## src/rtl/btn_debounce_if.sv

```systemverilog
// Signal bundle between a raw pushbutton pin and the debounced control outputs.
// master drives the pin and observes the outputs; slave is the debouncer side.
interface btn_debounce_if;
  logic btn_in;
  logic btn_level;
  logic btn_press;
  logic btn_release;
  logic btn_long;

  modport master (
    output btn_in,
    input  btn_level,
    input  btn_press,
    input  btn_release,
    input  btn_long
  );

  modport slave (
    input  btn_in,
    output btn_level,
    output btn_press,
    output btn_release,
    output btn_long
  );
endinterface

```

## src/rtl/btn_debounce.sv

```systemverilog
// Pushbutton conditioner: synchroniser, debounce FSM, registered level and press/release strobes.
// Defining BTN_LONG_PRESS_EN adds a one-shot long-press strobe; otherwise btn_long is tied low.
module btn_debounce #(
  parameter int unsigned DEBOUNCE_CYCLES   = 1000000,
  parameter int unsigned SYNC_STAGES       = 2,
  parameter bit          BTN_ACTIVE_HIGH   = 1'b1,
  parameter int unsigned LONG_PRESS_CYCLES = 200000000
) (
  input logic           sysclk,
  input logic           reset_n,
  btn_debounce_if.slave bus
);

  localparam int unsigned CntW = $clog2(DEBOUNCE_CYCLES + 1);
  localparam logic [CntW-1:0] DebMax = CntW'(DEBOUNCE_CYCLES);

  if (DEBOUNCE_CYCLES < 1) begin : g_bad_debounce
    $error("btn_debounce: DEBOUNCE_CYCLES must be at least 1");
  end
  if (SYNC_STAGES < 2) begin : g_bad_sync
    $error("btn_debounce: SYNC_STAGES must be at least 2");
  end

  typedef enum logic [1:0] {StIdle, StPressWait, StPressed, StReleaseWait} state_e;

  logic                   btn_norm;
  logic [SYNC_STAGES-1:0] sync_q;
  logic                   sync;
  state_e                 state_q;
  logic [CntW-1:0]        deb_cnt_q;
  logic                   level_q;
  logic                   press_q;
  logic                   release_q;
  logic                   press_accept;

  // Normalise polarity before the synchroniser so reset value 0 always means not pressed.
  assign btn_norm = BTN_ACTIVE_HIGH ? bus.btn_in : ~bus.btn_in;

  always_ff @(posedge sysclk or negedge reset_n) begin
    if (!reset_n) begin
      sync_q <= '0;
    end else begin
      sync_q <= {sync_q[SYNC_STAGES-2:0], btn_norm};
    end
  end

  assign sync         = sync_q[SYNC_STAGES-1];
  assign press_accept = (state_q == StPressWait) && sync && (deb_cnt_q == DebMax);

  always_ff @(posedge sysclk or negedge reset_n) begin
    if (!reset_n) begin
      state_q   <= StIdle;
      deb_cnt_q <= '0;
      level_q   <= 1'b0;
      press_q   <= 1'b0;
      release_q <= 1'b0;
    end else begin
      press_q   <= 1'b0;
      release_q <= 1'b0;
      case (state_q)
        StIdle: begin
          if (sync) begin
            state_q   <= StPressWait;
            deb_cnt_q <= CntW'(1);
          end
        end
        StPressWait: begin
          if (!sync) begin
            state_q   <= StIdle;
            deb_cnt_q <= '0;
          end else if (deb_cnt_q == DebMax) begin
            state_q   <= StPressed;
            deb_cnt_q <= '0;
            level_q   <= 1'b1;
            press_q   <= 1'b1;
          end else begin
            deb_cnt_q <= deb_cnt_q + CntW'(1);
          end
        end
        StPressed: begin
          if (!sync) begin
            state_q   <= StReleaseWait;
            deb_cnt_q <= CntW'(1);
          end
        end
        StReleaseWait: begin
          if (sync) begin
            state_q   <= StPressed;
            deb_cnt_q <= '0;
          end else if (deb_cnt_q == DebMax) begin
            state_q   <= StIdle;
            deb_cnt_q <= '0;
            level_q   <= 1'b0;
            release_q <= 1'b1;
          end else begin
            deb_cnt_q <= deb_cnt_q + CntW'(1);
          end
        end
        default: begin
          state_q   <= StIdle;
          deb_cnt_q <= '0;
        end
      endcase
    end
  end

  assign bus.btn_level   = level_q;
  assign bus.btn_press   = press_q;
  assign bus.btn_release = release_q;

`ifdef BTN_LONG_PRESS_EN
  localparam int unsigned HoldW = $clog2(LONG_PRESS_CYCLES + 1);
  localparam logic [HoldW-1:0] HoldMax = HoldW'(LONG_PRESS_CYCLES);

  if (LONG_PRESS_CYCLES < 1) begin : g_bad_long
    $error("btn_debounce: LONG_PRESS_CYCLES must be at least 1");
  end

  logic [HoldW-1:0] hold_cnt_q;
  logic             long_q;

  // Only a fresh press clears the hold count, so a release bounce cannot re-arm btn_long.
  always_ff @(posedge sysclk or negedge reset_n) begin
    if (!reset_n) begin
      hold_cnt_q <= '0;
      long_q     <= 1'b0;
    end else begin
      long_q <= 1'b0;
      if (press_accept) begin
        hold_cnt_q <= '0;
      end else if ((state_q == StPressed || state_q == StReleaseWait) && hold_cnt_q != HoldMax) begin
        hold_cnt_q <= hold_cnt_q + HoldW'(1);
        long_q     <= (hold_cnt_q == HoldMax - HoldW'(1));
      end
    end
  end

  assign bus.btn_long = long_q;
`else
  assign bus.btn_long = 1'b0;
`endif

endmodule

```

## src/flat_wrapper.sv

```systemverilog
// flat-port wrapper written by rule: the top's interface ports become plain ports
module btn_debounce_flat 
#(
  parameter int unsigned DEBOUNCE_CYCLES   = 1000000,
  parameter int unsigned SYNC_STAGES       = 2,
  parameter bit          BTN_ACTIVE_HIGH   = 1'b1,
  parameter int unsigned LONG_PRESS_CYCLES = 200000000
)
  (sysclk, reset_n, bus_btn_in, bus_btn_level, bus_btn_press, bus_btn_release, bus_btn_long);
  btn_debounce_if bus_i ();
  input logic sysclk;
  input logic reset_n;
  input wire logic [$bits(bus_i.btn_in)-1:0] bus_btn_in;
  output wire logic [$bits(bus_i.btn_level)-1:0] bus_btn_level;
  output wire logic [$bits(bus_i.btn_press)-1:0] bus_btn_press;
  output wire logic [$bits(bus_i.btn_release)-1:0] bus_btn_release;
  output wire logic [$bits(bus_i.btn_long)-1:0] bus_btn_long;
  assign bus_i.btn_in = bus_btn_in;
  assign bus_btn_level = bus_i.btn_level;
  assign bus_btn_press = bus_i.btn_press;
  assign bus_btn_release = bus_i.btn_release;
  assign bus_btn_long = bus_i.btn_long;
  btn_debounce #(.DEBOUNCE_CYCLES(DEBOUNCE_CYCLES), .SYNC_STAGES(SYNC_STAGES), .BTN_ACTIVE_HIGH(BTN_ACTIVE_HIGH), .LONG_PRESS_CYCLES(LONG_PRESS_CYCLES)) u_core (.sysclk(sysclk), .reset_n(reset_n), .bus(bus_i));
endmodule
```

## config.mk

```make
export PLATFORM = sky130hd
export DESIGN_NAME = btn_debounce_flat
export DESIGN_NICKNAME = d
export VERILOG_FILES = /design/src/rtl/btn_debounce_if.sv /design/src/rtl/btn_debounce.sv /design/src/flat_wrapper.sv
export SDC_FILE = /design/constraint.sdc
export NUM_CORES = 1
export LEC_CHECK = 0
export ABC_CLOCK_PERIOD_IN_PS = 2900
export CAP_MARGIN = 20
export CORE_AREA = 2 2 53 55
export DETAILED_ROUTE_END_ITERATION = 16
export DIE_AREA = 0 0 55 57
export DONT_BUFFER_PORTS = 1
export PLACE_DENSITY = 0.85
export SLEW_MARGIN = 20
export SYNTH_ARGS = -nofsm -noshare
export SYNTH_HDL_FRONTEND = slang
export SYNTH_SLANG_ARGS = --single-unit
```

## constraint.sdc

```tcl
create_clock -name sysclk -period 2.9 [get_ports sysclk]
set_clock_uncertainty 0.1 [all_clocks]
set_input_delay 0 -clock sysclk [delete_from_list [all_inputs] [get_ports sysclk]]
set_output_delay 0 -clock sysclk [all_outputs]
set_load 0.02 [all_outputs]
```

==> impl_results.md <==
- Status: completed
- Clock Tree Root: clkbuf_4
- Initial Util: between 50% and 60%
- Total CTS buffers: 3
- IO buf count: 0
- Worst VDD drop: 0.4435 mV
- Core area: around 2600 um2
- DR WL/cell: between 10 and 15 um
- Pins Over Slew Limit: 0
- Detailed-route via count: 1142
- CTS tree: built
- Hold WC Path Type: input port to async pin
- Worst setup path endpoint: u_core.deb_cnt_q[2]
- Gate Count Post-Synth: roughly 160
- Largest family of logic cells by synthesized area: simple AND/OR/NAND/NOR gates
- Crit path DAT: approximately 2.4 ns
- Area delta synth->final: 5.606%
- Critical Setup Path Class: register to register
- Clock buffer depth: 2
- Max Fclk: ~440 MHz
- Total gr overflow: 0
- Synth area leaders: dfrtp_1 45%, nand3_1 7.0%, nand2_1 5.3%
- Pre-antenna DRT Iters: 4
- FFs w/ async S/R, synth: 100.0%
- Post-synth top flop: dfrtp_1
- Detailed Route Iter0 Violations: 38
- Multiplexer share of the synthesized area: around 4.8%
- RSZ-0062 raised after global routing: no
- Post-layout instance area: 1579 um2
- Placed Area: approximately 1500 um2
- Synth top area share: between 40% and 50%
- Largest net degree at the start of global routing: 28
- Synth Cell Area: 1495 um2
- Minimum clock period after layout: about 2.3 ns
- Period utilization: around 78%
- EDFF count, synth: 0
- Xor and xnor area share after synthesis: less than 1%
- Final GP Congestion: 0.8774
- Final net count: between 150 and 200
- Footprint of the multi-input gates: roughly 740 um2
- Worst Reg-to-Reg Cells: 5
- DR vias/cell: 5.948
- Pwr Density: approximately 380 nW/um2
- Share of cells above drive strength 1: between 10% and 20%
- Cell leakage power: 0.6259 nW
- R2R Path Start: u_core.deb_cnt_q[4]
- Worst setup path startpoint: u_core.deb_cnt_q[4]
- Fin. Hold Viols: 0
- Simple-gate share of the synthesized area: about 30%
- Startpoint types: register
- Reg area: around 680 um2
- Hpwl dp: between 1500 and 2000 um
- Required time of the critical path: around 3.0 ns
- Ant diodes: 0
- CP Capture Type: register
- Resized Gates After CTS: 0
- Adder-Cell Fraction of Synth Area: around 1.7%
- YS warnings: 0
- Final ANT Viol Nets: 0
- Worst Max-Slew Pin Slew: roughly 0.84 ns
- Die area: 3135 um2
- Clock sinks: 27
- Synthesized area per cell: about 9.5 um2
- Setup violations, final: 0
- Filler Cell Count: ~230
- Synth cell types: between 40 and 50
- #FFs+latches synth: 27
- Setup TNS: 0 ns
- Detailed-route wire length: about 2700 um
- # H-tree levels: 1
- Max_cap viols: 0
- RR Endpoint: u_core.deb_cnt_q[2]
- CP Max Fanout: 27
- Global-route usage over all layers: 21.23%
- # rows: 19
- Worst-skew pair later-pin latency: 0.33 ns
- Remaining DRCs: 0
- # Post-CTS Setup Buffers: 0
- Final hold slack: approximately 0.062 ns
- Vias in the first global route: 1128
- Slew HR: around 44%
- Syn_nets: between 150 and 200
- Synth Area in Compound Gates: approximately 12%
- # IOs: 7
- Die height: 57 um
- Leading cell types in the layout, fill and taps excluded: 27 x dfrtp_1, 21 x nand2_1, 21 x nand3_1
- Register area share after synthesis: between 40% and 50%
- R2r setup slk: around 0.65 ns
- First-pass GRT wire length: ~4800 um
- Clock-pin slew on the worst setup and hold paths: roughly 0.14 ns
- Cell taking the most area after synthesis: dfrtp_1
- Most common cell after layout, fill and taps aside: dfrtp_1
- Initial antenna violation count: 0
- Chip Width: about 55 um
## synthesized netlist by cell type (all sizes together), types with 2 or more instances
library cell	count
or3	4
o211ai	2
inv	7
nand2	21
buf	5
nand4	6
mux2i	6
nor4	2
nand3	22
and4	2
ha	2
nor3b	2
and2	2
o21ai	4
and3	4
dfrtp	27
nor2	7
a21oi	18
nand3b	2
## registers in the layout, indices dropped and copies added, names as in the netlist, named ones only
name and count:
u_core.bus.btn_press 1, u_core.deb_cnt_q 20, u_core.bus.btn_release 1, u_core.state_q 1, u_core.bus.btn_level 1, u_core.sync_q 2
## area by class of cell
class / instances / area share (%)
repair buffers: 5 / 4.279
clock inverters: 1 / 0.3170
well taps: 31 / 2.456
inverters: 7 / 1.664
clock buffers: 3 / 1.426
multi-input cells: 118 / 47.07
flip-flops and latches: 27 / 42.79
## cell families (layout without fill, tap and decap cells)
group                    after synthesis  count (layout)
multiplexers                           7               7
buffers and inverters                 13              16
AND/OR/NAND/NOR                       78              78
flip-flops                            27              27
AO/OA/AOI/OAI                         29              29
XOR/XNOR                               1               1
adder cells (fa/ha/maj)                2               2
other                                  1               1
## worst max-delay path, stage by stage (launching register included)
cell     delay [ns]
dfrtp_1        0.47
or4b_4         0.58
nor4_4         0.41
a21oi_4        0.27
a21oi_1        0.23
mux2i_1        0.10
## power breakdown
group	internal, W	switching (W)	total, W
Sequential	0.000383	0.00000884	0.000392
Clock	0.0000518	0.000108	0.000160
Combinational	0.0000212	0.0000336	0.0000549
## worst min path at each step
stage            start  slack (ns)                    to  depth (start not counted)
3_5_place_dp   reset_n       -0.39   u_core.deb_cnt_q[5]                          0
2_1_floorplan  reset_n       -0.40             async pin                          0
5_1_grt        reset_n        0.06  u_core.deb_cnt_q[12]                          3
4_1_cts        reset_n        0.06  u_core.deb_cnt_q[12]                          3
3_3_place_gp   reset_n       -0.39   u_core.deb_cnt_q[3]                          0
6_report       reset_n        0.06  u_core.deb_cnt_q[12]                          3
## per-stage QoR
| stage | power (W) | instances | setup slack [ns] | util, % |
|---|---|---|---|---|
| finish | 0.0006069 | 192 | 0.6454 | 60.38 |
| global route | 0.0006373 | 192 | 0.5135 | 60.38 |
| CTS | 0.0006140 | 192 | 0.6566 | 60.38 |
| detailed placement | 0.0004390 | 184 | 0.6742 | 57.03 |
| global placement | 0.0004361 | 184 | 0.7439 | 57.03 |
| floorplan | 0.0004337 | 158 | 0.8778 | - |
## per-layer routing
layer / routed length [um] / up-vias / GRT usage, % / share of wire (%)
met1: 1285 / 536 / 29.49 / 47
li1: - / 581 / - / -
met5: 0 / - / 0 / 0
met4: 57 / 0 / 10.10 / 2.1
met2: 1330 / 21 / 32.31 / 48
met3: 74 / 4 / 3.141 / 2.7
## what timing repair did
item	CTS	global route
endpoints found under the hold margin	28	0
endpoints found under the setup margin	0	0
hold buffers	4	0
No activity file was read; power rests on OpenSTA's default activity.
